### src/rtl/fir_coeff_ctrl.sv
// fir_coeff_ctrl
//   Coefficient bank controller for the 17-tap complex FIR. Host writes land in
//   the shadow bank; a commit swaps shadow and active banks on a sample boundary,
//   clears the FIR shift register, then holds o_out_valid low until the FIR
//   delay line has been refilled with samples processed under the new bank.
//   Also generates the FIR sample-rate strobe from the system clock.
//
// Ports
//   i_clock      system clock
//   i_reset      asynchronous active-low reset
//   i_enable     run enable for the divider and strobes
//   i_wr_en      coefficient write strobe
//   i_wr_addr    tap index of the write
//   i_wr_data    coefficient value of the write
//   i_commit     request shadow -> active swap
//   o_coeffs     active bank, tap k at [k*NB_COEFF +: NB_COEFF]
//   o_fir_valid  sample strobe to the FIR
//   o_fir_reset  synchronous clear to the FIR shift register
//   o_out_valid  FIR output derives entirely from the current bank
//   o_busy       a swap is pending or in progress
//   o_bank_sel   index of the active bank
//   o_cmd_err    one-cycle pulse on a rejected write or commit
module fir_coeff_ctrl #(
    parameter int unsigned NB_COEFF     = 16,
    parameter int unsigned N_COEFFS     = 17,
    parameter int unsigned OVERSAMPLING = 4,
    localparam int unsigned NB_ADDR     = $clog2(N_COEFFS),
    localparam int unsigned NB_OS_CNT   = $clog2(OVERSAMPLING)
) (
    input  logic                         i_clock,
    input  logic                         i_reset,
    input  logic                         i_enable,
    input  logic                         i_wr_en,
    input  logic [NB_ADDR-1:0]           i_wr_addr,
    input  logic [NB_COEFF-1:0]          i_wr_data,
    input  logic                         i_commit,
    output logic [N_COEFFS*NB_COEFF-1:0] o_coeffs,
    output logic                         o_fir_valid,
    output logic                         o_fir_reset,
    output logic                         o_out_valid,
    output logic                         o_busy,
    output logic                         o_bank_sel,
    output logic                         o_cmd_err
);

    localparam logic [1:0] RUN   = 2'd0;
    localparam logic [1:0] PEND  = 2'd1;
    localparam logic [1:0] SWAP  = 2'd2;
    localparam logic [1:0] FLUSH = 2'd3;

    logic [1:0]                         state;
    logic [NB_OS_CNT-1:0]               cnt;
    logic [NB_ADDR-1:0]                 flush_cnt;
    logic [N_COEFFS-1:0][NB_COEFF-1:0]  bank0;
    logic [N_COEFFS-1:0][NB_COEFF-1:0]  bank1;
    logic [N_COEFFS-1:0][NB_COEFF-1:0]  coeffs;
    logic                               bank_sel;

    logic addr_ok;
    logic wr_accept;
    logic cmd_err_next;
    logic cnt_wrap;

    always_comb begin
        // Extra bit keeps the bound correct even when N_COEFFS is a power of two.
        addr_ok      = {1'b0, i_wr_addr} < (NB_ADDR + 1)'(N_COEFFS);
        wr_accept    = i_wr_en && addr_ok && (state == RUN);
        cmd_err_next = (i_wr_en && !wr_accept) || (i_commit && (state != RUN));
        cnt_wrap     = (cnt == NB_OS_CNT'(OVERSAMPLING - 1));
    end

    // Sample-rate divider
    always_ff @(posedge i_clock or negedge i_reset) begin
        if (!i_reset) begin
            cnt         <= '0;
            o_fir_valid <= 1'b0;
        end else if (i_enable) begin
            cnt         <= cnt_wrap ? '0 : cnt + 1'b1;
            o_fir_valid <= cnt_wrap;
        end else begin
            o_fir_valid <= 1'b0;
        end
    end

    // Host writes only ever target the shadow bank
    always_ff @(posedge i_clock or negedge i_reset) begin
        if (!i_reset) begin
            bank0 <= '0;
            bank1 <= '0;
        end else if (wr_accept) begin
            if (bank_sel) begin
                bank0[i_wr_addr] <= i_wr_data;
            end else begin
                bank1[i_wr_addr] <= i_wr_data;
            end
        end
    end

    // Swap sequencing
    always_ff @(posedge i_clock or negedge i_reset) begin
        if (!i_reset) begin
            state       <= RUN;
            bank_sel    <= 1'b0;
            flush_cnt   <= '0;
            coeffs      <= '0;
            o_fir_reset <= 1'b0;
            o_out_valid <= 1'b0;
            o_cmd_err   <= 1'b0;
        end else begin
            o_cmd_err <= cmd_err_next;
            case (state)
                RUN: begin
                    if (i_commit) begin
                        state       <= PEND;
                        o_out_valid <= 1'b0;
                    end
                end
                PEND: begin
                    // Swap at the edge where the FIR consumes a sample, so the
                    // clear cycle that follows can never overlap a strobe.
                    if (o_fir_valid) begin
                        state       <= SWAP;
                        bank_sel    <= ~bank_sel;
                        coeffs      <= bank_sel ? bank0 : bank1;
                        o_fir_reset <= 1'b1;
                    end
                end
                SWAP: begin
                    state       <= FLUSH;
                    o_fir_reset <= 1'b0;
                    flush_cnt   <= '0;
                end
                FLUSH: begin
                    // Delay line holds N_COEFFS-1 past samples; refill them all.
                    if (o_fir_valid) begin
                        if (flush_cnt == NB_ADDR'(N_COEFFS - 2)) begin
                            state       <= RUN;
                            o_out_valid <= 1'b1;
                        end else begin
                            flush_cnt <= flush_cnt + 1'b1;
                        end
                    end
                end
                default: state <= RUN;
            endcase
        end
    end

    assign o_coeffs   = coeffs;
    assign o_busy     = (state != RUN);
    assign o_bank_sel = bank_sel;

endmodule

### config.mk
export PLATFORM = sky130hd
export DESIGN_NAME = fir_coeff_ctrl
export DESIGN_NICKNAME = d
export VERILOG_FILES = /design/src/rtl/fir_coeff_ctrl.sv
export SDC_FILE = /design/constraint.sdc
export NUM_CORES = 1
export LEC_CHECK = 0
export CORE_AREA = 4 4 253 255
export DETAILED_ROUTE_END_ITERATION = 7
export DIE_AREA = 0 0 257 259
export PLACE_DENSITY_LB_ADDON = 0.05
export REMOVE_ABC_BUFFERS = 1
export SKIP_CTS_REPAIR_TIMING = 1
export SLEW_MARGIN = 0
export SYNTH_ARGS = -nofsm -noshare
export SYNTH_HDL_FRONTEND = slang
export SYNTH_SLANG_ARGS = --single-unit
### constraint.sdc
create_clock -name i_clock -period 2.6 [get_ports i_clock]
set_input_delay 0.52 -clock i_clock [delete_from_list [all_inputs] [get_ports i_clock]]
set_output_delay 0.52 -clock i_clock [all_outputs]
set_load 0.02 [all_outputs]
== After elaboration in Yosys (flattened, before gate mapping) ==
Index checks and enable logic that the tools add are counted.

* Memories kept: 0
* Latch bits: 0
* Bits in writable memories: 0
* Register bits: 830
* Memory bits (read-only): 0
* Output and inout bits: 278

* Div/mod/pow operators: 0
* Shifts and indexed selects: 0
* Reductions and logical operators: 19
* Multipliers: 0
* $lt $le $gt $ge: 3
* Equality and inequality tests: 10
* Mux-type cells: 21
* Bitwise gates (word level): 1
* Add/subtract/negate cells: 2

{| class="wikitable"
|+ Operator list
! cell !! number
|-
| $bwmux W272 || 2
|-
| $mux W272 || 1
|-
| $demux W16 S5 || 1
|-
| $mux W16 || 1
|-
| $mux W2 || 5
|-
| $mux W5 || 2
|-
| $ne A2 B2 Y1 const B || 5
|-
| $pmux W5 S2 || 1
|-
| $pmux W2 S4 || 1
|-
| $reduce_and A2 Y1 || 4
|-
| $reduce_and A4 Y1 || 2
|-
| $reduce_bool A2 Y1 || 4
|-
| $eq A2 B2 Y1 const B || 3
|-
| $lt A5 B6 Y1 const B || 1
|-
| $add A5 B1 Y5 const B || 1
|-
| $eq A5 B4 Y1 const B || 1
|-
| $ge A5 B1 Y1 const B || 1
|-
| $logic_and A1 B1 Y1 || 5
|-
| $lt A5 B5 Y1 const B || 1
|-
| $mux W1 || 5
|-
| $pmux W1 S2 || 2
|-
| $reduce_and A3 Y1 || 1
|-
| $add A2 B1 Y2 const B || 1
|-
| $eq A2 B1 Y1 const B || 1
|-
| other kinds (4) || 4
|}

== Longest topological paths before layout ==
* Depth after elaboration: 6
* Mapped depth: 8
* Mapped depth without buffers: 6

== Worst setup path before layout ==
OpenSTA, ideal clock, no wires.

* Path kind: input-to-reg
* Start: input port i_wr_addr[4]
* End: register bank0[229] (netlist name)
* Required time: 2.475 ns
* Cell stages on the path: 5
* Setup time: 0.125 ns
* Arrival: 1.925 ns
* Setup slack: 0.550 ns
* Cell sequence: buf_2 > nand4b_4 > nor4b_4 > buf_4 > mux2_2

* Word-level cells in the longest chain between the ends: 5
* Elaborated cells on any way between the ends: 10

{| class="wikitable"
|+ Ends and longest elaborated chain
! element !! line !! RTL
|-
| start, declared || 34 || <nowiki>input logic [NB_ADDR-1:0] i_wr_addr,</nowiki>
|-
| $lt A5 B6 Y1 (implied by the code) or $ge A5 B1 Y1 (tied branches) || 92 || <nowiki>bank0[i_wr_addr] <= i_wr_data;</nowiki>
|-
| $logic_and A1 B1 Y1 (implied by the code) || 92 ||
|-
| $mux W16 (implied by the code) || 92 ||
|-
| $demux W16 S5 || 92 ||
|-
| $bwmux W272 || 92 ||
|-
| end signal, assigned by index || 92 ||
|-
| end, declared || 54 || <nowiki>logic [N_COEFFS-1:0][NB_COEFF-1:0] bank0;</nowiki>
|}

Several ways; a longest one is shown, not always the timed one.
A chain may end at the register's enable or synchronous reset.

== Worst setup path after layout ==
* Start: register bank_sel (netlist: o_bank_sel)
* End: output port o_bank_sel

{| class="wikitable"
|+ RTL lines
! element !! line !! RTL
|-
| start, declared || 57 || <nowiki>logic bank_sel;</nowiki>
|-
| start signal, assigned || 123 || <nowiki>bank_sel <= ~bank_sel;</nowiki>
|-
| end, declared || 42 || <nowiki>output logic o_bank_sel,</nowiki>
|}

No word-level cell between the ends.

==> impl_results.md <==
* Fin Hold WS at 0.431 ns
* Vias at 20300
* R2r endpoint: bank1[108]
* Fin util at 66.8%
* Share of post-route cells with drive strength above 1 at 28.8%
* Status: finished, final reports clean
* Setup_tns at 0 ns
* Sw Ratio at 32.5%
* EDFF count, synth at 0
* Port Buffers at 303
* Crit path time final at 2.49 ns
* P_sw at 0.0149 W
* Post-Syn Area at 33700 um^2
* Dpl cells at 3536
* Slew Limit Fails at 0
* Flops & latches, synth at 830
* Crit-path cells: clkdlybuf4s50_1
* Synth warn at 0
* CP Buf/Inv Count at 1
* VDD IR max at 653 uV
* CTS tree: done
* Antenna violations before repair at 2
* Crit path DAT at 1.97 ns
* Routed Wire Length at 80600 um
* Async set-reset flop share out of synthesis at 100%
* R2r worst-path depth at 5
* Crit-path slowest cell: clkdlybuf4s50_1
* Clk slew on worst S/H paths at 0.06 ns
* Critical Path Max Stage Delay at 0.69 ns
* Internal at 0.0309 W
* Skew-Pair Late Insertion Delay at 0.62 ns
* Pwr Density at 1110 nW/um^2
* R2r setup slk at 0.36 ns
* RSZ-0062 raised after global routing: false
* Root Buffer: clkbuf_16
* CTS Sinks at 830
* Logic pwr share at 32.7%
* Relative slew slack at 28.1%
* Dominant cell type by area after synthesis: dfrtp_1
* Worst path required time at 2.08 ns
* First-pass GRT wire length at 126000 um
* TritonCTS Buffers at 85
* Measured slew at the worst slew-check pin at 1.08 ns
* CP Capture Type: output port
* Post-synth top cells: dfrtp_1, mux2_2, nor2_1
* Wire per inst at 21.8 um
* Final setup fails at 0
* Std cell rows at 91
* Final global-route overflow total at 0
* HPWL Detailed at 50300 um
* CP top delay family: buffers and inverters
* Crit share post-route at 95.6%
* Largest net degree at the start of global routing at 109
* Die width at 257 um
* FF-to-FF Start: state[0]
* Ys flop type: dfrtp_1
* Iteration-0 DRC Markers at 1157
* Cell with the most instances after synthesis: dfrtp_1
* Fmax at 402 MHz
* Core footprint at 61600 um^2
* Avg Inst Size Synth at 13.6 um^2
* Clock power share at 26.5%
* Final net count at 2821
* Max-Cap Viols at 0
* Clock skew at 0.0115 ns
* Synth top area share at 61.7%
* Startpoint Class: flip-flop
* First-pass detailed-route iteration total at 5
* Vias in the first global route at 21500
* Residual DRC at 0
* Synth area leaders: dfrtp_1, mux2_2, mux2i_1, a21oi_1, nor2_1
* Seq/Total Area, Yosys at 61.7%
* Clk buf depth at 3
* Worst hold path type: input pin to asynchronous set/reset pin
* Final hold vios at 0
* Area growth syn-to-layout at 22.3%
* Count of cell types in the netlist at 41
* Critical setup path kind: flip-flop to output port
* Vias per cell at 5.51
* GRT Util Overall at 24.2%
* Seq pwr share at 40.8%
* Place WS at -0.106 ns
* Mapped Cells at 2483
* Lkg Pwr at 19.9 nW
* Htree depth at 3
* Starting Density at 54.6%
* Final Non-Filler Cells at 3692
* Final worst slack at 0.115 ns
* IO Pins at 304
* Die Ht at 259 um
* Antenna Nets Post-Route at 0
* Die area at 66600 um^2
* Gpl congestion at 0.776
* CP max FO at 14
==> how the worst max path moves through the flow <==
stage                       from         end  slack, ns  cells after the start
finish                o_bank_sel  o_bank_sel       0.11                      1
global route          o_bank_sel  o_bank_sel       0.04                      1
CTS                     state[0]      o_busy      -0.18                      4
detailed placement  i_wr_addr[3]   bank0[41]      -0.11                      6
global placement    i_wr_addr[3]   bank0[38]      -0.07                      6
floorplan             o_bank_sel  bank0[256]      -9.66                      2
==> metrics by stage <==
stage               instance area, um^2  power, W
finish                            41200    0.0458
global route                      41200    0.0482
CTS                               41100    0.0463
detailed placement                38300    0.0340
global placement                  38300    0.0335
floorplan                         32800    0.0259
==> logic make-up (layout without fill, tap and decap cells) <==
| kind of cell | Yosys count | after routing | synth area share, % |
|---|---|---|---|
| xor+xnor | 3 | 3 | 0.0781 |
| buf+inv | 197 | 568 | 2.56 |
| flops | 830 | 830 | 61.7 |
| mux | 822 | 822 | 26.5 |
| simple gates | 338 | 338 | 4.53 |
| other cells | 0 | 1 | 0 |
| fa+ha+maj | 8 | 8 | 0.297 |
| compound gates | 285 | 285 | 4.35 |
==> area by class of cell <==
| type | instances | area, um^2 |
|---|---|---|
| sequential | 830 | 20800 |
| fill | 4503 | 20400 |
| multi-input combinational | 1456 | 12100 |
| timing repair buffer | 408 | 4440 |
| clock buffer | 135 | 2590 |
| tap | 837 | 1050 |
| clock inverter | 19 | 218 |
| inverter | 6 | 22.5 |
| antenna | 1 | 2.50 |
==> state kept, by name, indices dropped and copies added (netlist names) <==
signal / count
o_coeffs: 272
cnt: 2
bank0: 272
o_bank_sel: 1
o_cmd_err: 1
flush_cnt: 5
bank1: 272
o_fir_reset: 1
o_fir_valid: 1
state: 2
o_out_valid: 1
==> per-layer routing <==
layer | GRT usage (%) | share of wire (%) | vias to the layer above
met5 | 0 | 0.017 | -
met4 | 5.99 | 1.9 | 2
met3 | 4.05 | 3.8 | 107
met2 | 41.1 | 50 | 356
met1 | 33.1 | 44 | 10600
li1 | - | - | 9269
==> power groups by stage <==
stage	registers (W)	clock network [W]	logic, W
2_1_floorplan	0.0208	0	0.00509
3_3_place_gp	0.0188	0	0.0148
3_5_place_dp	0.0189	0	0.0151
4_1_cts	0.0187	0.0124	0.0152
5_1_grt	0.0191	0.0130	0.0161
6_report	0.0187	0.0121	0.0150
==> placed cells by master, fill, tap and decap left out, types with 3 or more instances in the layout <==
cell               n
bufinv_16          4
mux2_2           548
ha_1               7
buf_2             16
a21oi_1          274
nand2_2            3
mux2i_1          274
clkinv_2          11
clkbuf_8          21
a22o_1             4
clkbuf_16         88
nor2b_1            5
inv_6              3
nor2b_2            5
dfrtp_1          829
and3_1             3
inv_1              6
buf_4             49
nand2_1           21
buf_12            55
clkbuf_1          26
nor2_1           278
clkdlybuf4s50_1  285
(Power assumes the default switching activity.)
